File: config.mk
export PLATFORM = sky130hd
export DESIGN_NAME = evt_tx_manager
export DESIGN_NICKNAME = d
export VERILOG_FILES = /design/src/rtl/evt_tx_manager.sv
export SDC_FILE = /design/constraint.sdc
export NUM_CORES = 1
export LEC_CHECK = 0
export CORE_MARGIN = 8
export CORE_UTILIZATION = 45
export CTS_CLUSTER_SIZE = 10
export DETAILED_ROUTE_END_ITERATION = 16
export GPL_ROUTABILITY_DRIVEN = 1
export GPL_TIMING_DRIVEN = 0
export PLACE_DENSITY = 0.82
export SYNTH_ARGS = -nofsm -noshare
export SYNTH_HDL_FRONTEND = slang
export SYNTH_SLANG_ARGS = --single-unit
File: constraint.sdc
create_clock -name clk -period 4.6 [get_ports clk]
set_input_delay 0.92 -clock clk [delete_from_list [all_inputs] [get_ports clk]]
set_output_delay 0.92 -clock clk [all_outputs]
set_load 0.01 [all_outputs]
File: src/rtl/evt_tx_manager.sv
// Reads one complete event from every channel FIFO and streams them, in channel order, onto one
// valid/ready port; counts completed readouts in evt_tx. Define EVT_TX_TRAILER_EN to append a count trailer word.
module evt_tx_manager #(
   parameter int N_CH = 2,
   parameter int DW   = 16,
   parameter int LW   = 12
) (
   input  logic                 clk,
   input  logic                 reset,
   input  logic                 need_check,
   input  logic                 need_read,
   input  logic [N_CH-1:0]      ch_empty,
   input  logic [N_CH*DW-1:0]   ch_dout,
   output logic [N_CH-1:0]      ch_rd_en,
   output logic [DW-1:0]        tx_data,
   output logic                 tx_valid,
   input  logic                 tx_ready,
   output logic                 tx_last,
   output logic [15:0]          evt_tx,
   output logic                 busy
);

   localparam int CW = (N_CH > 1) ? $clog2(N_CH) : 1;
   localparam logic [CW-1:0] LAST_CH = CW'(N_CH - 1);

`ifdef EVT_TX_TRAILER_EN
   localparam bit HAS_TRL = 1'b1;
`else
   localparam bit HAS_TRL = 1'b0;
`endif

   typedef enum logic [2:0] {
      S_IDLE,
      S_HDR,
      S_DATA,
      S_NEXT,
`ifdef EVT_TX_TRAILER_EN
      S_TRL,
`endif
      S_DONE
   } state_t;

   state_t           r_state;
   logic [CW-1:0]    r_ch;
   logic [LW-1:0]    r_rem;
   logic             r_pending;
   logic [15:0]      r_evt_tx;

   logic [DW-1:0]    w_head;
   logic             w_empty;
   logic [LW-1:0]    w_len;
   logic             w_in_xfer;
   logic             w_valid;
   logic             w_last;
   logic [DW-1:0]    w_data;
   logic             w_hs;

   // Head word and empty flag of the channel currently being read.
   // NOTE: every combinational output gets a default first so no path leaves it unassigned (no latch).
   always_comb begin
      w_head  = '0;
      w_empty = 1'b1;
      for (int k = 0; k < N_CH; k++) begin
         if (r_ch == CW'(k)) begin
            w_head  = ch_dout[k*DW +: DW];
            w_empty = ch_empty[k];
         end
      end
   end

   assign w_len     = w_head[LW-1:0];
   assign w_in_xfer = (r_state == S_HDR) || (r_state == S_DATA);

   // FWFT head is forwarded directly; reset forces the handshake outputs low even mid-readout.
   always_comb begin
      w_valid = 1'b0;
      w_last  = 1'b0;
      w_data  = '0;
      if (!reset) begin
         case (r_state)
            S_HDR: begin
               w_valid = !w_empty;
               w_data  = w_head;
               w_last  = !HAS_TRL && (r_ch == LAST_CH) && (w_len == '0);
            end
            S_DATA: begin
               w_valid = !w_empty;
               w_data  = w_head;
               w_last  = !HAS_TRL && (r_ch == LAST_CH) && (r_rem == LW'(1));
            end
`ifdef EVT_TX_TRAILER_EN
            S_TRL: begin
               w_valid = 1'b1;
               w_data  = DW'(r_evt_tx);
               w_last  = 1'b1;
            end
`endif
            default: ;
         endcase
      end
   end

   assign w_hs     = w_valid && tx_ready;
   assign tx_valid = w_valid;
   assign tx_data  = w_data;
   assign tx_last  = w_last;
   assign ch_rd_en = (w_hs && w_in_xfer) ? (N_CH'(1) << r_ch) : '0;
   assign busy     = !reset && (r_state != S_IDLE);
   assign evt_tx   = r_evt_tx;

   // NOTE: sequential state uses non-blocking assignments so every register samples pre-edge values.
   always_ff @(posedge clk) begin
      if (reset) begin
         r_state   <= S_IDLE;
         r_ch      <= '0;
         r_rem     <= '0;
         r_pending <= 1'b0;
         r_evt_tx  <= '0;
      end else begin
         if (need_check && (r_state != S_IDLE))
            r_pending <= 1'b1;

         case (r_state)
            S_IDLE: begin
               // A stale request with nothing left to read is dropped here.
               r_ch      <= '0;
               r_pending <= 1'b0;
               if (need_check || (r_pending && need_read))
                  r_state <= S_HDR;
            end
            S_HDR: begin
               if (w_hs) begin
                  if (w_len == '0) begin
                     r_state <= S_NEXT;
                  end else begin
                     r_rem   <= w_len;
                     r_state <= S_DATA;
                  end
               end
            end
            S_DATA: begin
               if (w_hs) begin
                  if (r_rem == LW'(1))
                     r_state <= S_NEXT;
                  else
                     r_rem <= r_rem - LW'(1);
               end
            end
            S_NEXT: begin
               if (r_ch == LAST_CH) begin
`ifdef EVT_TX_TRAILER_EN
                  r_state <= S_TRL;
`else
                  r_state <= S_DONE;
`endif
               end else begin
                  r_ch    <= r_ch + CW'(1);
                  r_state <= S_HDR;
               end
            end
`ifdef EVT_TX_TRAILER_EN
            S_TRL: begin
               if (w_hs)
                  r_state <= S_DONE;
            end
`endif
            S_DONE: begin
               r_evt_tx <= r_evt_tx + 16'd1;
               r_state  <= S_IDLE;
            end
            default: r_state <= S_IDLE;
         endcase
      end
   end

endmodule
* Word level (Yosys, flattened, before mapping)
Index checks and enable logic that the tools add are counted.
Word-level totals: input bits 39, word-level logic and storage cells 63, register bits 33
Cells by class: add/sub/neg operators 3, equality and inequality tests 11, reductions and logical operators 20, muxes and demuxes 23, shift-type cells 1
Operators by type and width (number):
- 12-bit 2-to-1 mux | 4
- 16-bit 2-to-1 mux | 3
- 12-bit case mux with 2 select lines | 1
- 16-bit by 1-bit adder with 16-bit output, second input constant | 1
- 3-bit 2-to-1 mux | 5
- 12-bit by 1-bit == test with 1-bit output, second input constant | 1
- 12-bit logical NOT | 1
- 3-bit case mux with 4 select lines | 1
- 12-bit by 1-bit subtractor with 12-bit output, second input constant | 1
- 2-bit inequality test, second input constant | 5
- 1-bit logical AND | 7
- 3-bit by 2-bit == test with 1-bit output, second input constant | 2
- 1-bit 2-to-1 mux | 6
- 5-bit AND reduction | 1
- 1-bit case mux with 2 select lines | 2
- 4-bit AND reduction | 1
- 2-bit nonzero test | 2
- 2-bit OR reduction | 2
- 3-bit by 1-bit == test with 1-bit output, second input constant | 1
- 3-bit == test, second input constant | 1
- 3-bit logical NOT | 1
- 3-bit nonzero test | 1
- 1-bit logical NOT | 2
- 1-bit logical OR | 2
- other kinds (4) | 4

* Longest topological paths before layout
Gate-level depths: netlist of run 1.
depth in word-level cells 7, mapped depth 8

* Worst setup path after synthesis of run 1
Ideal clock, no wire load.
path type input port to output port, from in ch_dout[24], to out tx_last, stages on the path 6, path buffers 1, data arrival time 2192 ps, slack 1488 ps, path through mux2i_1 -> o211ai_1 -> or4_4 -> buf_6 -> nand2_1 -> and3_1
Between the ends: cells in the longest elaborated chain, start to end 5
Ends and longest elaborated chain:
- start, declared | RTL line 13 | input logic [N_CH*DW-1:0] ch_dout,
- 16-bit 2-to-1 mux | RTL line 64 | if (r_ch == CW'(k)) begin
- 12-bit logical NOT | RTL line 84 | w_last = !HAS_TRL && (r_ch == LAST_CH) && (w_len == '0);
- 1-bit logical AND | RTL line 84
- 1-bit case mux with 2 select lines | RTL line 80 | case (r_state)
- 1-bit 2-to-1 mux | RTL line 79 | if (!reset) begin
- end, declared | RTL line 18 | output logic tx_last,
Every way passes these cells.

* Worst setup path in the final report of run 1
from in ch_dout[21], to out tx_last
Same word-level chain as after synthesis.

==> impl_summary.log, run 1 <==
INFO  metric critical_path_depth = 8
INFO  metric num_antenna_cells = 0
INFO  metric first_global_vias = 2237
INFO  metric crit_slowest_cell = sky130_fd_sc_hd__or4_4
INFO  metric report.final.setup_viol = 0
INFO  metric final_cell_mix = 74 x sky130_fd_sc_hd__clkdlybuf4s50_1, 47 x sky130_fd_sc_hd__nor2_1, 33 x sky130_fd_sc_hd__dfxtp_1
INFO  metric drtPass1Iterations = 5
INFO  metric ctsHoldBuffers = 0
INFO  metric finalHoldWorstSlack = 0.464 ns
INFO  metric critical-path-top-delay-family = buffers and inverters
INFO  metric timing.setup.critical_path_class = input pin to output pin
INFO  metric worst_hold_path_type = register to register
INFO  metric fmax = 236 MHz
INFO  metric worstSetupStartpoint = ch_dout[21]
INFO  metric end_kind = output pin
INFO  metric drc = 0
INFO  metric core_area = 4690 um^2
INFO  metric cpMostUsedCell = sky130_fd_sc_hd__clkdlybuf4s50_1
INFO  metric yosys.cell_types.count = 51
INFO  metric final.min_clock_period = between 4 and 5 ns
INFO  metric layout_worst_path_cycle_share = 92.1%
INFO  metric critPathArrivalTime = 3.32 ns
INFO  metric rsz0062_at_grt = false
INFO  metric chipWidth = roughly 85 um
INFO  metric post-dp-hpwl = 5200 um
INFO  metric tritoncts_clock_tree = yes
INFO  metric worst-endpoint-required = approximately 3.7 ns
INFO  metric worst_setup_endpoint = tx_last
INFO  metric fp-row-count = 25
INFO  metric cts_inserted_buffers = 5
INFO  metric hold_viol = 0
INFO  metric critical_path.startpoint_type = input pin
INFO  metric sequential_to_total_area_share_from_yosys_stat = 30.5%
INFO  metric post_route_cells_drive_above_1_share = around 7.4%
INFO  metric ir_drop = 287 uV
INFO  metric post_synthesis_cell_area = roughly 2200 um^2
INFO  metric port_buffers = 74
INFO  metric power.density_cell_area = 299 nW/um^2
INFO  metric die-area = 7290 um^2
INFO  metric cts_sinks = 33
INFO  metric fin_tns_setup = 0 ns
INFO  metric worst-path-max-fanout = 10
INFO  metric detailroute.via_count = ~2300
INFO  metric most_frequent_standard_cell_in_the_layout_excluding_fill_and_tap_cells = sky130_fd_sc_hd__clkdlybuf4s50_1
INFO  metric drt_wl_total = 6610 um
INFO  metric cts_repair_resize_count = 0
INFO  metric maximum_number_of_pins_on_one_net_before_global_route_repair = 13
INFO  metric syn2layout_area_growth = 42.6%
INFO  metric grt_util_all_layers = 18.3%
INFO  metric route.detailed.wl_per_inst = ~16 um
INFO  metric dieHeight = about 85 um
INFO  metric leakagePower = between 1 and 1.5 nW
INFO  metric ant_nets = 0
INFO  metric met2_usage = a little under a third
INFO  metric floorplan.initialDensity = a little under half
INFO  metric grt_overflow_total = 0
INFO  metric detail_route.iter0.violations = 191
INFO  metric critical_path.cell_chain = clkdlybuf4s50_1 > mux2i_1 > o211ai_1 > or4_4 > buf_6 > nand2_1 > and3_1 > clkdlybuf4s50_1
INFO  metric maxCapViolCount = 0
INFO  metric r2r_setup_slack = ~2.3 ns
INFO  metric grt_util_met1 = 22.0%
INFO  metric cts_buffer_depth = 2
INFO  metric run_status = complete, no violations
INFO  metric final_nets = 393
INFO  metric register_bit_count_reported_by_yosys = 33
INFO  metric critPathBufInv = 3
INFO  metric post_cts.repair.setup_buffers = 0
INFO  metric maxSlewViolCount = 0
INFO  metric cts_htree_levels = 2
INFO  metric regToRegStartpoint = r_ch
INFO  metric grt_util_met3 = 4.54%
INFO  metric grt_pass1_wl = 11000 um
INFO  metric fin_worst_skew = 0.00869 ns
INFO  metric grt-busiest-layer = met2
INFO  metric grt_antenna_before_repair = 0
INFO  metric cpPeakStageDelay = 0.59 ns
INFO  metric remaining_max_slew_budget_at_the_tightest_pin = 49.3%
INFO  metric synthesis.nets = 312
INFO  metric clk_root_buffer_cell = sky130_fd_sc_hd__clkbuf_8
INFO  metric reg2reg_to = r_rem[10]
INFO  metric worstRegToRegCells = 6
INFO  metric cts.clk_slew.worst_paths = 0.07 ns
INFO  metric finalWeightedCongestion = 0.947
INFO  metric worst_slew_pin_slew = 0.759 ns
INFO  metric clk_latency = ~0.30 ns
INFO  metric detail_route.vias_per_cell = 5.70
INFO  metric synthesis.yosys.warnings = 0
INFO  metric syn_inst = 270
INFO  metric postSynthAreaPerCell = 8.03 um^2
INFO  metric io_pins = 76
-- area by class of cell --
cell class / instances / area [um^2]
Buffer: 15 / 92.6
Clock buffer: 5 / 68.8
Clock inverter: 3 / 46.3
Fill cell: 403 / 1600
Inverter: 5 / 18.8
Multi-Input combinational cell: 217 / 1400
Sequential cell: 33 / 661
Tap cell: 54 / 67.6
Timing Repair Buffer: 74 / 741
-- cell families (layout without fill, tap and decap cells) --
group	after synthesis	in the layout	share of synthesized area, %
and+or+nand+nor	127	127	31.8
AOI/OAI and AO/OA	53	53	16.0
DFF	33	33	30.5
buffers and inverters	20	102	5.14
muxes	19	19	8.83
xor gates and xnor gates	15	15	6.06
adders and majority gates	3	3	1.73
-- per-stage QoR --
step | util, % | setup WS [ns] | instance area, um^2 | power (W) | cells
floorplan | - | 1.49 | 2170 | 0.000513 | 270
global placement | 63.4 | 0.350 | 2980 | 0.000641 | 398
detailed placement | 63.4 | 0.364 | 2980 | 0.000647 | 398
CTS | 65.9 | 0.351 | 3090 | 0.000924 | 406
global route | 65.9 | 0.272 | 3090 | 0.000976 | 406
finish | 65.9 | 0.363 | 3090 | 0.000923 | 406
-- sequential cells by signal, indices dropped and copies added (netlist names) --
| name | flops |
|---|---|
| evt_tx | 16 |
| r_rem | 12 |
| r_pending | 1 |
| r_state | 3 |
| r_ch | 1 |
-- worst register-to-register path, cell delays in order, from the launching register on --
cell and delay [ns]:
sky130_fd_sc_hd__dfxtp_1 0.33, sky130_fd_sc_hd__buf_6 0.16, sky130_fd_sc_hd__mux2_2 0.40, sky130_fd_sc_hd__nor4b_4 0.41, sky130_fd_sc_hd__nand2_2 0.26, sky130_fd_sc_hd__o311ai_0 0.46
sky130_fd_sc_hd__o21ai_1 0.13
-- per-layer routing --
| layer | up-vias | share of wire [%] |
|---|---|---|
| met5 | - | 0 |
| met4 | 0 | 1.3 |
| met3 | 12 | 6.7 |
| met2 | 88 | 50 |
| met1 | 1067 | 42 |
| li1 | 1146 | - |
-- synth_stat cells, drive strengths merged --
cell type / count / area, um^2
a311o: 1 / 10.0
or4: 2 / 18.8
xnor2: 5 / 43.8
buf: 8 / 66.3
nand2b: 3 / 18.8
nand2: 18 / 70.1
and3: 3 / 18.8
nor2b: 4 / 25.0
o211ai: 2 / 15.0
o22ai: 2 / 12.5
o311ai: 4 / 35.0
nor3b: 4 / 52.6
nor2: 47 / 176
ha: 3 / 37.5
and2: 3 / 18.8
o21a: 1 / 7.51
clkbuf: 7 / 26.3
a2111oi: 1 / 8.76
o32ai: 2 / 17.5
inv: 5 / 18.8
a22oi: 1 / 7.51
nand3b: 2 / 15.0
a31oi: 3 / 18.8
xor2: 10 / 87.6
o21ai: 15 / 75.1
or2: 2 / 12.5
o211a: 1 / 10.0
nand3: 12 / 60.1
nor4: 6 / 43.8
nor3: 6 / 30.0
o31ai: 6 / 45.0
a21oi: 12 / 60.1
and4: 3 / 26.3
mux2: 1 / 11.3
mux2i: 18 / 180
nand4: 7 / 50.1
or3: 3 / 18.8
dfxtp: 33 / 661
a41oi: 1 / 8.76
o2bb2ai: 1 / 15.0
nor4b: 2 / 32.5
-- report_power, final --
part           internal [W]  switching [W]
Clock              0.000162       0.000118
Combinational      0.000156       0.000169
Sequential         0.000302      0.0000162
Total              0.000620       0.000303
-- worst min path at each step --
stage | from | to | slack, ns | depth (start not counted)
after floorplan | r_pending | r_pending | 0.44 | 1
after global placement | r_pending | r_pending | 0.45 | 1
after detailed placement | r_pending | r_pending | 0.45 | 1
after CTS | r_pending | r_pending | 0.47 | 1
after global routing | r_pending | r_pending | 0.51 | 1
final | r_pending | r_pending | 0.46 | 1
(Power assumes the default switching activity.)
==> run 2: changes to the inputs <==
--- a/config.mk
+++ b/config.mk
@@ -12,6 +12,7 @@
 export GPL_ROUTABILITY_DRIVEN = 1
 export GPL_TIMING_DRIVEN = 0
 export PLACE_DENSITY = 0.82
+export RECOVER_POWER = 50
 export SYNTH_ARGS = -nofsm -noshare
 export SYNTH_HDL_FRONTEND = slang
 export SYNTH_SLANG_ARGS = --single-unit
==> constraint.sdc (replaced) <==
create_clock -name clk -period 4.6 [get_ports clk]
set_input_delay 0.92 -clock clk [delete_from_list [all_inputs] [get_ports clk]]
set_output_delay 0.92 -clock clk [all_outputs]
set_load 0.02 [all_outputs]
==> run 2 against run 1 <==
Compared with the run above:
- maximum frequency down 1.5%
- global-route usage unchanged
- critical path depth unchanged
- clock power about the same
- count of clock-buffer cells in the layout unchanged
- largest power group unchanged
- highest routed layer unchanged
- wire length down 0.29%
- clock skew about the same
- die area unchanged
==> impl_summary.log, run 2 (same netlist as run 1, synthesis figures left out) <==
INFO  metric floorplan.initialDensity = 46.2%
INFO  metric drt_wl_total = 6590 um
INFO  metric final_nets = roughly 390
INFO  metric fp-row-count = 25
INFO  metric worst_hold_path_type = register to register
INFO  metric placed_cells_incl_taps = a little under 400
INFO  metric detailroute.via_count = roughly 2300
INFO  metric worst_slew_pin_slew = 0.807 ns
INFO  metric rsz0062_at_grt = false
INFO  metric final_setup_margin = about 0.30 ns
INFO  metric largest_register_ff_count = 16
INFO  metric fin_tns_setup = 0 ns
INFO  metric reg2reg_to = evt_tx[15]
INFO  metric fin_worst_skew = 0.00914 ns
INFO  metric final.fill_count = around 410
INFO  metric drtPass1Iterations = 4
INFO  metric run_status = complete, no violations
INFO  metric min-delay-start = r_pending
INFO  metric cts_repair_resize_count = 0
INFO  metric clk_root_buffer_cell = sky130_fd_sc_hd__clkbuf_8
INFO  metric maximum_number_of_pins_on_one_net_before_global_route_repair = 13
INFO  metric dp_slack = 0.297 ns
INFO  metric critical_path.cell_chain = clkdlybuf4s50_1 > mux2i_1 > o211ai_1 > or4_4 > buf_6 > nand2_1 > and3_1 > clkdlybuf4s50_1
INFO  metric final.min_clock_period = 4.30 ns
INFO  metric core_area = 4690 um^2
INFO  metric grt_antenna_before_repair = 0
INFO  metric port_buffers = 74
INFO  metric cts.clk_slew.worst_paths = 0.07 ns
INFO  metric remaining_max_slew_budget_at_the_tightest_pin = 46.1%
INFO  metric tritoncts_clock_tree = yes
INFO  metric regToRegStartpoint = r_state[2]
INFO  metric syn2layout_area_growth = 41.4%
INFO  metric maxCapViolCount = 0
INFO  metric leakagePower = 1.11 nW
INFO  metric timing.setup.critical_path_class = input pin to output pin
INFO  metric grt_overflow_total = 0
INFO  metric route.detailed.wl_per_inst = 16.2 um
INFO  metric worst-path-max-fanout = 10
INFO  metric first_global_vias = approximately 2200
INFO  metric num_antenna_cells = 0
INFO  metric cpMostUsedCell = sky130_fd_sc_hd__clkdlybuf4s50_1
INFO  metric r2r_setup_slack = 2.02 ns
INFO  metric fmax = 233 MHz
INFO  metric power.density_cell_area = approximately 300 nW/um^2
INFO  metric cts_sinks = 33
INFO  metric drc = 0
INFO  metric cpPeakStageDelay = 0.62 ns
INFO  metric ctsHoldBuffers = 0
INFO  metric maxSlewViolCount = 0
INFO  metric end_kind = output pin
INFO  metric fin_cells = between 400 and 500
INFO  metric totalPowerFinal = 0.000941 W
INFO  metric hold_depth = 1
INFO  metric layout_worst_path_cycle_share = 93.5%
INFO  metric critPathArrivalTime = 3.38 ns
INFO  metric grt_util_all_layers = ~18%
INFO  metric cts_inserted_buffers = 5
INFO  metric worstRegToRegCells = 6
INFO  metric critical_path.startpoint_type = input pin
INFO  metric post-dp-hpwl = 5200 um
INFO  metric detail_route.iter0.violations = 167
INFO  metric crit_slowest_cell = sky130_fd_sc_hd__clkdlybuf4s50_1
INFO  metric worst-endpoint-required = 3.68 ns
INFO  metric most_frequent_standard_cell_in_the_layout_excluding_fill_and_tap_cells = sky130_fd_sc_hd__clkdlybuf4s50_1
INFO  metric post_route_cells_drive_above_1_share = about 6%
INFO  metric multi_input_area = 1380 um^2
INFO  metric clk_latency = around 0.29 ns
INFO  metric finalWeightedCongestion = 0.947
INFO  metric io_pins = 76
INFO  metric post_cts.repair.setup_buffers = 0
INFO  metric ir_drop = ~290 uV
INFO  metric cts_htree_levels = 2
INFO  metric chipWidth = 85.4 um
INFO  metric detail_route.vias_per_cell = 5.66
INFO  metric ant_nets = 0
INFO  metric whs_endpoint = r_pending
INFO  metric cts_buffer_depth = 2
INFO  metric final_cell_mix = 59 x sky130_fd_sc_hd__clkdlybuf4s50_1, 47 x sky130_fd_sc_hd__nor2_1, 33 x sky130_fd_sc_hd__dfxtp_1
INFO  metric ff_latch_area = between 600 and 700 um^2
INFO  metric grt_pass1_wl = ~11000 um
INFO  metric die-area = 7290 um^2
INFO  metric hold_viol = 0
INFO  metric dieHeight = approximately 85 um
INFO  metric report.final.setup_viol = 0
run 2: changes by cell type in the layout (fill, tap and decap cells not counted), sizes merged:
cell           before  now
buf                 8    6
clkbuf             12   14
clkdlybuf4s50      74   59
dlygate4sd3         0   15
run 2: area by class of cell:
class                   instances  area share [%]
plain buffers                  15            2.74
clock buffers                   5            2.25
clock inverters                 3            1.51
inverters                       5           0.612
multi-input cells             217            45.0
flip-flops and latches         33            21.6
well taps                      54            2.20
repair buffers                 74            24.2
run 2: how the worst max path moves through the flow:
| stage | endpoint | cells past startpoint | startpoint | slack [ns] |
|---|---|---|---|---|
| after floorplan | tx_last | 6 | ch_dout[24] | 1.42 |
| after global placement | tx_last | 8 | ch_dout[21] | 0.28 |
| after detailed placement | tx_last | 8 | ch_dout[21] | 0.30 |
| after CTS | tx_last | 8 | ch_dout[21] | 0.28 |
| after global routing | tx_last | 9 | r_ch | 0.17 |
| final | tx_last | 8 | ch_dout[21] | 0.30 |
run 2: layer usage:
metal	vias up	GRT usage, %	share of wire (%)	wire [um]
li1	1142	-	-	-
met1	1056	22.0	42	2790
met2	88	31.4	50	3290
met3	10	4.54	6.5	428
met4	0	5.41	1.2	80
met5	-	0	0	0
run 2: power breakdown:
part	internal, W	total [W]	switching [W]
logic	0.000155	0.000342	0.000187
registers	0.000302	0.000318	0.0000162
clock network	0.000162	0.000280	0.000118
total	0.000619	0.000941	0.000321
run 2: through the flow:
| stage | utilization, % | area (um^2) | hold WS, ns |
|---|---|---|---|
| after floorplan | - | 2170 | 0.436 |
| after global placement | 63.4 | 2980 | 0.446 |
| after detailed placement | 63.4 | 2980 | 0.450 |
| after CTS | 65.9 | 3090 | 0.467 |
| after global routing | 65.3 | 3060 | 0.513 |
| final | 65.3 | 3060 | 0.467 |
run 2: worst max-delay path: cells and delay by family:
family | cells | cell delay, ns
buffers and inverters | 3 | 1.17
and+or+nand+nor | 3 | 0.80
AOI/OAI and AO/OA | 1 | 0.18
muxes | 1 | 0.32
==> run 3: changes to the inputs <==
--- a/config.mk
+++ b/config.mk
@@ -13,6 +13,7 @@
 export GPL_TIMING_DRIVEN = 0
 export PLACE_DENSITY = 0.82
 export RECOVER_POWER = 50
+export SKIP_CTS_REPAIR_TIMING = 1
 export SYNTH_ARGS = -nofsm -noshare
 export SYNTH_HDL_FRONTEND = slang
 export SYNTH_SLANG_ARGS = --single-unit
==> constraint.sdc (replaced) <==
create_clock -name clk -period 4.6 [get_ports clk]
set_input_delay 0.46 -clock clk [delete_from_list [all_inputs] [get_ports clk]]
set_output_delay 0.46 -clock clk [all_outputs]
set_load 0.02 [all_outputs]
==> run 3 against run 2 <==
Compared with the run above:
- clock power about the same
- combinational power about the same
- count of clock-buffer cells in the layout unchanged
- final area hardly changed
- critical path depth grew 1
- setup slack improved by 0.55 ns
- utilization shrank 0.053 points
- sequential share of layout area about the same
- global-route usage unchanged
==> impl_summary.log, run 3 (same netlist as run 1, synthesis figures left out) <==
INFO  metric totalPowerFinal = 0.000936 W
INFO  metric grt_util_all_layers = 18.3%
INFO  metric r2r_setup_slack = 2.07 ns
INFO  metric syn2layout_area_growth = 41.3%
INFO  metric first_global_vias = 2237
INFO  metric ff_latch_area = 661 um^2
INFO  metric multi_input_area = 1380 um^2
INFO  metric detail_route.iter0.violations = between 150 and 200
INFO  metric report.final.setup_viol = 0
INFO  metric hold_viol = 0
INFO  metric run_status = complete, no violations
INFO  metric finalWeightedCongestion = 0.947
INFO  metric worst_slew_pin_slew = 0.808 ns
INFO  metric timing.setup.critical_path_class = register to output pin
INFO  metric finalHoldWorstSlack = 0.464 ns
INFO  metric critPathArrivalTime = roughly 3.3 ns
INFO  metric detailroute.via_count = 2295
INFO  metric cts.clk_slew.worst_paths = 0.07 ns
INFO  metric drt_wl_total = around 6600 um
INFO  metric clk_latency = roughly 0.3 ns
INFO  metric grt_pass1_wl = ~11000 um
INFO  metric grt_overflow_total = 0
INFO  metric drc = 0
INFO  metric whs_endpoint = r_pending
INFO  metric floorplan.initialDensity = 46.2%
INFO  metric io_pins = 76
INFO  metric dieHeight = 85.4 um
INFO  metric clk_root_buffer_cell = sky130_fd_sc_hd__clkbuf_8
INFO  metric route.detailed.wl_per_inst = 16.2 um
INFO  metric tritoncts_clock_tree = yes
INFO  metric largest_register_ff_count = 16
INFO  metric reg2reg_to = evt_tx[15]
INFO  metric final_cell_mix = 58 x sky130_fd_sc_hd__clkdlybuf4s50_1, 47 x sky130_fd_sc_hd__nor2_1, 33 x sky130_fd_sc_hd__dfxtp_1
INFO  metric cts_htree_levels = 2
INFO  metric ant_nets = 0
INFO  metric num_antenna_cells = 0
INFO  metric fin_tns_setup = 0 ns
INFO  metric fmax = ~270 MHz
INFO  metric post-dp-hpwl = just over 5000 um
INFO  metric core_area = 4690 um^2
INFO  metric die-area = 7290 um^2
INFO  metric fp-row-count = 25
INFO  metric worstRegToRegCells = 6
INFO  metric post_route_cells_drive_above_1_share = a little under 6%
INFO  metric critical_path.startpoint_type = register
INFO  metric worst-endpoint-required = 4.14 ns
INFO  metric maximum_number_of_pins_on_one_net_before_global_route_repair = 13
INFO  metric hold_depth = 1
INFO  metric most_frequent_standard_cell_in_the_layout_excluding_fill_and_tap_cells = sky130_fd_sc_hd__clkdlybuf4s50_1
INFO  metric leakagePower = 1.12 nW
INFO  metric chipWidth = around 85 um
INFO  metric end_kind = output pin
INFO  metric port_buffers = 74
INFO  metric final_nets = 393
INFO  metric min-delay-start = r_pending
INFO  metric ir_drop = 288 uV
INFO  metric remaining_max_slew_budget_at_the_tightest_pin = about 46%
INFO  metric worst_hold_path_type = register to register
INFO  metric maxSlewViolCount = 0
INFO  metric final.min_clock_period = 3.75 ns
INFO  metric worst-path-max-fanout = 10
INFO  metric regToRegStartpoint = r_state[0]
INFO  metric drtPass1Iterations = 5
INFO  metric cts_inserted_buffers = 5
INFO  metric fin_worst_skew = 0.00909 ns
INFO  metric grt_antenna_before_repair = 0
INFO  metric cts_sinks = 33
INFO  metric detail_route.vias_per_cell = 5.65
INFO  metric power.density_cell_area = 306 nW/um^2
INFO  metric layout_worst_path_cycle_share = between 80% and 90%
INFO  metric rsz0062_at_grt = false
INFO  metric maxCapViolCount = 0
INFO  metric final.fill_count = slightly above 400
INFO  metric cts_buffer_depth = 2
-- run 3: changes by cell type in the layout (fill, tap and decap cells not counted), sizes merged --
cell           before  now
clkdlybuf4s50      59   58
dlygate4sd3        15   16
-- run 3: worst max path at each step --
stage                start      end  slack (ns)  cells after the start
2_1_floorplan         r_ch  tx_last        2.30                      7
3_3_place_gp   ch_dout[21]  tx_last        1.20                      8
3_5_place_dp   ch_dout[21]  tx_last        1.22                      8
4_1_cts        ch_dout[21]  tx_last        1.20                      8
5_1_grt               r_ch  tx_last        0.63                      9
6_report              r_ch  tx_last        0.85                      9
-- run 3: stage by stage --
step | instance area, um^2 | utilization [%] | instances | worst slack [ns]
final | 3060 | 65.3 | 406 | 0.852
after detailed placement | 2980 | 63.4 | 398 | 1.22
after floorplan | 2170 | - | 270 | 2.30
after global placement | 2980 | 63.4 | 398 | 1.20
after global routing | 3060 | 65.3 | 406 | 0.634
after CTS | 3090 | 65.9 | 406 | 1.20
-- run 3: where the power goes --
part           internal, W  leakage [nW]  switching (W)
Combinational     0.000152         0.796       0.000187
Clock             0.000162        0.0543       0.000118
Sequential        0.000302         0.267      0.0000159
Total             0.000616          1.12       0.000320
-- run 3: critical path: stages, from the launching register on --
cell and delay [ns]:
sky130_fd_sc_hd__dfxtp_1 0.33, sky130_fd_sc_hd__buf_6 0.16, sky130_fd_sc_hd__clkbuf_1 0.51, sky130_fd_sc_hd__mux2i_1 0.38, sky130_fd_sc_hd__nand3_1 0.17, sky130_fd_sc_hd__or4_4 0.46, sky130_fd_sc_hd__buf_6 0.16, sky130_fd_sc_hd__nand2_1 0.06
sky130_fd_sc_hd__and3_1 0.16, sky130_fd_sc_hd__clkdlybuf4s50_1 0.62
-- run 3: cell type report --
class | instances | share of cell area [%]
multi-input cells | 217 | 45.0
repair buffers | 74 | 24.2
flip-flops and latches | 33 | 21.6
plain buffers | 15 | 2.66
clock buffers | 5 | 2.25
well taps | 54 | 2.21
clock inverters | 3 | 1.51
inverters | 5 | 0.613
-- run 3: routing by layer --
layer | global-route usage, % | wire length, um | vias to the layer above
li1 | - | - | 1146
met1 | 22.0 | 2830 | 1066
met2 | 31.4 | 3300 | 75
met3 | 4.54 | 378 | 8
met4 | 5.41 | 71 | 0
met5 | 0 | 0 | -
